`src/rtl/vga_scan_ctrl.sv`:
```
// vga_scan_ctrl: 640x480@60 VGA scan engine for the object-machine video path.
// Presents col/row to the object machines, samples their hit bit at the end of
// each pixel and emits hs/vs/RGB/active one pixel later, all mutually aligned.
// Optional build macro VGA_TEST_PATTERN_EN adds an 8-bar colour test pattern
// selected by test_mode; without it test_mode is ignored.
module vga_scan_ctrl #(
  parameter int          PIX_DIV  = 4,
  parameter int          H_ACTIVE = 640,
  parameter int          H_FP     = 16,
  parameter int          H_SYNC   = 96,
  parameter int          H_BP     = 48,
  parameter int          V_ACTIVE = 480,
  parameter int          V_FP     = 10,
  parameter int          V_SYNC   = 2,
  parameter int          V_BP     = 33,
  parameter logic [11:0] OBJ_RGB  = 12'hF00
) (
  input  logic        clk,
  input  logic        rst,
  input  logic        obj_hit,
  input  logic [11:0] bg_rgb,
  input  logic        test_mode,
  output logic [9:0]  col,
  output logic [9:0]  row,
  output logic        hs,
  output logic        vs,
  output logic [3:0]  r,
  output logic [3:0]  g,
  output logic [3:0]  b,
  output logic        frame_start,
  output logic        active
);

  localparam int H_TOTAL = H_ACTIVE + H_FP + H_SYNC + H_BP;
  localparam int V_TOTAL = V_ACTIVE + V_FP + V_SYNC + V_BP;

  // Typed 10-bit boundaries keep every counter comparison width-matched.
  localparam logic [3:0] DIV_LAST = 4'(PIX_DIV - 1);
  localparam logic [9:0] H_LAST   = 10'(H_TOTAL - 1);
  localparam logic [9:0] V_LAST   = 10'(V_TOTAL - 1);
  localparam logic [9:0] H_VIS    = 10'(H_ACTIVE);
  localparam logic [9:0] V_VIS    = 10'(V_ACTIVE);
  localparam logic [9:0] HS_FIRST = 10'(H_ACTIVE + H_FP);
  localparam logic [9:0] HS_LAST  = 10'(H_ACTIVE + H_FP + H_SYNC - 1);
  localparam logic [9:0] VS_FIRST = 10'(V_ACTIVE + V_FP);
  localparam logic [9:0] VS_LAST  = 10'(V_ACTIVE + V_FP + V_SYNC - 1);

  logic [3:0]  div_cnt;
  logic [9:0]  hcnt;
  logic [9:0]  vcnt;
  logic        pix_tick;
  logic        line_end;
  logic        frame_end;
  logic        vis;
  logic        hs_n;
  logic        vs_n;
  logic [11:0] pix_rgb;
  logic [11:0] rgb_q;

  assign pix_tick  = (div_cnt == DIV_LAST);
  assign line_end  = (hcnt == H_LAST);
  assign frame_end = line_end && (vcnt == V_LAST);

  // Coordinates come straight from the counters so object machines see a
  // value that is stable for the whole pixel period.
  assign col = hcnt;
  assign row = vcnt;
  assign {r, g, b} = rgb_q;

`ifdef VGA_TEST_PATTERN_EN
  logic [2:0] bar_idx;
  assign bar_idx = 3'(hcnt / 10'd80);
`else
  logic unused_test_mode;
  assign unused_test_mode = test_mode;
`endif

  // Decode the pixel that is ending: visibility, sync levels and its colour.
  always_comb begin
    // NOTE: every always_comb output is given a default first so no path can
    // leave it unassigned and infer a latch.
    vis     = (hcnt < H_VIS) && (vcnt < V_VIS);
    hs_n    = !((hcnt >= HS_FIRST) && (hcnt <= HS_LAST));
    vs_n    = !((vcnt >= VS_FIRST) && (vcnt <= VS_LAST));
    pix_rgb = 12'h000;
    if (vis) begin
      pix_rgb = obj_hit ? OBJ_RGB : bg_rgb;
`ifdef VGA_TEST_PATTERN_EN
      if (test_mode) begin
        unique case (bar_idx)
          3'd0:    pix_rgb = 12'hFFF;
          3'd1:    pix_rgb = 12'hFF0;
          3'd2:    pix_rgb = 12'h0FF;
          3'd3:    pix_rgb = 12'h0F0;
          3'd4:    pix_rgb = 12'hF0F;
          3'd5:    pix_rgb = 12'hF00;
          3'd6:    pix_rgb = 12'h00F;
          default: pix_rgb = 12'h000;
        endcase
      end
`endif
    end
  end

  // Pixel divider, scan counters and the one-pixel-late output register stage.
  always_ff @(posedge clk) begin
    // NOTE: state is only a handful of flops, so everything takes the reset;
    // with nothing left stale, scanning restarts cleanly at (0,0).
    if (rst) begin
      div_cnt     <= 4'd0;
      hcnt        <= 10'd0;
      vcnt        <= 10'd0;
      hs          <= 1'b1;
      vs          <= 1'b1;
      rgb_q       <= 12'h000;
      active      <= 1'b0;
      frame_start <= 1'b0;
    end else begin
      // NOTE: non-blocking assignments so every register here samples the
      // pre-edge values of the others, whatever the statement order.
      div_cnt     <= pix_tick ? 4'd0 : div_cnt + 4'd1;
      frame_start <= pix_tick && frame_end;
      if (pix_tick) begin
        hcnt   <= line_end ? 10'd0 : hcnt + 10'd1;
        if (line_end) begin
          vcnt <= (vcnt == V_LAST) ? 10'd0 : vcnt + 10'd1;
        end
        hs     <= hs_n;
        vs     <= vs_n;
        rgb_q  <= pix_rgb;
        active <= vis;
      end
    end
  end

endmodule

```
`config.mk`:
```
export PLATFORM = sky130hd
export DESIGN_NAME = vga_scan_ctrl
export DESIGN_NICKNAME = d
export VERILOG_FILES = /design/src/rtl/vga_scan_ctrl.sv
export SDC_FILE = /design/constraint.sdc
export NUM_CORES = 1
export LEC_CHECK = 0
export ABC_AREA = 0
export ABC_CLOCK_PERIOD_IN_PS = 4300
export CORE_AREA = 2 2 62 64
export DETAILED_ROUTE_END_ITERATION = 10
export DIE_AREA = 0 0 64 66
export MAX_ROUTING_LAYER = met4
export PLACE_DENSITY = 0.89
export SETUP_SLACK_MARGIN = 0.15
export SYNTH_ARGS = -nofsm -noshare
export SYNTH_HDL_FRONTEND = slang
export SYNTH_SLANG_ARGS = --single-unit
```
`constraint.sdc`:
```
create_clock -name clk -period 4.3 [get_ports clk]
set_input_delay 0.645 -clock clk [delete_from_list [all_inputs] [get_ports clk]]
set_output_delay 0.645 -clock clk [all_outputs]
set_load 0.05 [all_outputs]
```
Yosys cells after proc, flatten, opt, wreduce, memory -nomap -nowiden. Cells that the tools add are included.

Bits in registers: 40. Logic and storage cells: 33.

$add $sub $neg: 3. Order comparisons: 6. Equality and inequality tests: 3. Multiplexer cells: 4. Reduce and logical (&&, ||, !) cells: 9.

Operator list (number): $mux W12 (2); $add A10 B1 Y10 const B (2); $eq A10 B10 Y1 const B (2); $mux W10 (2); $ge A10 B10 Y1 const B (1); $ge A10 B9 Y1 const B (1); $le A10 B10 Y1 const B (1); $le A10 B9 Y1 const B (1); $lt A10 B10 Y1 const B (1); $lt A10 B9 Y1 const B (1); $logic_and A1 B1 Y1 (5); $add A4 B1 Y4 const B (1); $eq A4 B2 Y1 const B (1); $logic_not A1 Y1 (2); $reduce_and A2 Y1 (1); $reduce_or A2 Y1 (1).

Logic depth before layout (Yosys ltp).
Depth after elaboration: 3. Gate-level depth with buffers: 7. Gate-level depth less buffers: 5.

Least setup slack after synthesis. Ideal clock, no wire load.

Kind: register -> register. Start: reg hcnt[1], in the netlist col[1]. End: reg vcnt[4], in the netlist row[4]. Data arrival time: 2.374 ns. Path slack: 1.855 ns. Cell stages (with the launch flop): 7. Cell sequence: dfxtp_1 ha_1 nand3_1 or4_1 clkbuf_1 or4_1 a21oi_1.

Word-level cells in the longest chain between the ends: 2.

Ends and longest elaborated chain: start, declared (line 49) `logic [9:0] hcnt;`; start signal, assigned (line 124) `hcnt <= line_end ? 10'd0 : hcnt + 10'd1;`; $eq A10 B10 Y1 (line 61) `assign line_end = (hcnt == H_LAST);`; $reduce_and A2 Y1 (no line); end signal, assigned (line 126) `vcnt <= (vcnt == V_LAST) ? 10'd0 : vcnt + 10'd1;`; end, declared (line 50) `logic [9:0] vcnt;`.

Every way passes these cells. A chain may end at the register's enable or synchronous reset.

Worst setup path in the final report.
Start: reg div_cnt[0]. End: reg vcnt[9], in the netlist row[9].

Word-level cells in the longest chain between the ends: 2.

Ends and longest elaborated chain: start, declared (line 48) `logic [3:0] div_cnt;`; start signal, assigned (line 121) `div_cnt <= pix_tick ? 4'd0 : div_cnt + 4'd1;`; $eq A4 B2 Y1 (line 60) `assign pix_tick = (div_cnt == DIV_LAST);`; $reduce_and A2 Y1 (no line).

Every way passes these cells.

==> metrics.md <==
| Metric | Value |
|---|---|
| Status | `finished clean` |
| Clock Tree Root | `clkbuf_4` |
| Max VDD drop | `0.219 mV` |
| Max-slew violations | `0` |
| Fmax | `368 MHz` |
| Via count | `1551` |
| Setup TNS | `0 ps` |
| Antenna-violating nets left | `0` |
| Number of DRC markers in iteration 0 | `103` |
| I/O Pins | `52` |
| Library cells used by synthesis | `32` |
| Max clock buf depth | `2` |
| CP max FO | `17` |
| Post-Syn Area | `0.00168 sq mm` |
| CTS Buf Count | `5` |
| Slew at the pin with the worst max-slew slack | `969 ps` |
| First-pass GRT wire length | `6560 um` |
| Crit Path Class | `flip-flop to flip-flop` |
| CP top delay family | `simple AND/OR/NAND/NOR gates` |
| Max-Cap Viols | `0` |
| Synth warnings | `0` |
| Layout cell share with drive strength beyond 1 | `0.0413` |
| Hold Vio Cnt, Final | `0` |
| RSZ-0062 raised after global routing | `no` |
| Die width | `64 um` |
| Site Rows | `22` |
| Initial DRT Pass Iterations | `4` |
| Die Area | `0.00422 sq mm` |
| Initial antenna violation count | `0` |
| CTS tree | `built` |
| Sequential fraction of the synthesis area | `0.477` |
| HP Class | `flip-flop to flip-flop` |
| Post-route clock skew | `7.68 ps` |
| Critical Path RT | `4580 ps` |
| DR WL/cell | `13.3 um` |
| Pin count of the biggest net entering global routing | `18` |
| Layout area overhead | `35.4%` |
| Vias in the first global route | `1469` |
| Register bit total from synthesis | `40` |
| Final Worst Setup Slack | `1580 ps` |
| H-tree levels | `2` |
| Syn nets | `212` |
| Most frequent cells in the layout | `50 x clkdlybuf4s50_1, 40 x dfxtp_1, 18 x nor2_1, 16 x nand2_1, 14 x o21ai_0` |
| Crit end category | `flip-flop` |
| Cell mode on critical path | `or4_1` |
| Min Tclk post-route | `2720 ps` |
| Period utilization | `0.632` |
| # nets final | `262` |
| Vias/cell | `5.35` |
| Static leakage | `0.770 nW` |
| Post-CTS setup buffer count | `0` |
| Slowest CP cell | `or4_1` |
| Pwr Density | `289 mW/mm^2` |
| Post-CTS Hold Buffers | `0` |
| Initial Util | `0.473` |
| CP bufs+invs | `0` |
| Worst-Skew Late Latency | `350 ps` |
| Crit path cell chain | `ha_1 > or3b_1 > or4_1 > or4_1 > a21oi_1` |
| Synthesized area per cell | `8.79 sq um` |
| Clk slew on worst S/H paths | `110 ps` |
| Overall Global Routing Usage | `0.206` |
| CTS sink count | `40` |
| CP startpoint kind | `flip-flop` |
| Worst EP arrival | `3000 ps` |
| Setup violations, final | `0` |
| Ant diodes | `0` |
| PortBufs | `50` |
| Commonest non-fill, non-tap cell in the layout | `clkdlybuf4s50_1` |
| DP Worst Slack | `1590 ps` |
| Max-slew headroom | `0.348` |
| Gpl congestion | `0.806` |
| Remaining DRCs | `0` |
| Max stage delay on crit path | `800 ps` |
| Post-DP HPWL | `2720 um` |
| Routed wire length | `3850 um` |
| Core box area | `0.00355 sq mm` |
| PostCTS Resize Cnt | `0` |
| Grt ovf | `0` |
| Gate Count Post-Synth | `191` |
| Die Span Y | `66 um` |
synth_stat cells:
| cell type | instances | area share |
|---|---|---|
| a211o_1 | 1 | 0.0052 |
| a21oi_1 | 13 | 0.039 |
| a22o_1 | 8 | 0.042 |
| a31o_2 | 1 | 0.0052 |
| and2_1 | 3 | 0.011 |
| and3_1 | 1 | 0.0037 |
| and4_1 | 1 | 0.0052 |
| buf_2 | 2 | 0.0060 |
| clkbuf_1 | 6 | 0.013 |
| dfxtp_1 | 40 | 0.48 |
| ha_1 | 5 | 0.037 |
| inv_1 | 5 | 0.011 |
| mux2i_1 | 1 | 0.0060 |
| nand2_1 | 16 | 0.036 |
| nand2b_1 | 1 | 0.0037 |
| nand3_1 | 8 | 0.024 |
| nand4_1 | 5 | 0.019 |
| nand4b_1 | 1 | 0.0052 |
| nor2_1 | 18 | 0.040 |
| nor2b_1 | 1 | 0.0037 |
| nor3_1 | 8 | 0.024 |
| nor3b_1 | 1 | 0.0045 |
| nor4_1 | 3 | 0.011 |
| o21ai_0 | 14 | 0.042 |
| o311ai_0 | 1 | 0.0052 |
| o31ai_1 | 2 | 0.0089 |
| or2_2 | 2 | 0.0075 |
| or3_1 | 8 | 0.030 |
| or3b_1 | 1 | 0.0052 |
| or4_1 | 5 | 0.022 |
| xnor2_1 | 4 | 0.021 |
| xor2_1 | 5 | 0.026 |
tightest hold or removal path: cells and delay by family, from the launching register on:
family,cells,cell delay [ps]
AND/OR/NAND/NOR,2,90
flip-flops,1,330
final timing paths:
check | depth (start not counted) | to | startpoint | slack, ps
max | 5 | row[9] | div_cnt[0] | 1580
min | 2 | active | active | 460
max reg2reg | 5 | row[9] | div_cnt[0] | 1580
min reg2reg | 2 | active | active | 460
metrics by stage:
step,std cells,hold slack (ps),utilization,power (W),area (sq um)
2_1_floorplan,191,432,-,0.000437,1680
3_3_place_gp,282,430,0.624,0.000467,2210
3_5_place_dp,282,441,0.624,0.000469,2210
4_1_cts,290,461,0.640,0.000663,2270
5_1_grt,290,490,0.640,0.000688,2270
6_report,290,460,0.640,0.000657,2270
per-layer routing:
layer	global-route usage	vias up	routed length (um)
met5	-	-	0
met4	0.130	0	126
met3	0.0409	12	243
met2	0.340	56	1870
met1	0.231	701	1620
li1	-	782	-
layout make-up:
type / instances / area [sq um]
well taps: 48 / 60.1
repair buffers: 51 / 508
multi-input cells: 138 / 827
inverters: 5 / 18.8
clock buffers: 8 / 58.8
flip-flops and latches: 40 / 801
fillers: 300 / 1280
where the power goes:
| group | switching (W) | total [W] | leakage (nW) | internal, W |
|---|---|---|---|---|
| Clock | 0.000115 | 0.000196 | 0.0326 | 0.0000807 |
| Sequential | 0.00000659 | 0.000386 | 0.323 | 0.000380 |
| Combinational | 0.0000440 | 0.0000745 | 0.414 | 0.0000305 |
| Total | 0.000166 | 0.000657 | 0.770 | 0.000491 |
state kept, by name, summed over array words and instances (netlist names):
register,cells
col,10
row,10
hs,1
div_cnt,4
vs,1
frame_start,1
rgb_q,12
active,1
kinds of logic after synthesis:
| logic type | after synthesis | synth area share |
|---|---|---|
| buffers and inverters | 13 | 0.0306 |
| adder cells (fa/ha/maj) | 5 | 0.0373 |
| AND/OR/NAND/NOR | 83 | 0.256 |
| XOR/XNOR | 9 | 0.0469 |
| flip-flops | 40 | 0.477 |
| AO/OA/AOI/OAI | 40 | 0.147 |
| multiplexers | 1 | 0.00596 |
Power figures use the tool's default switching activity.
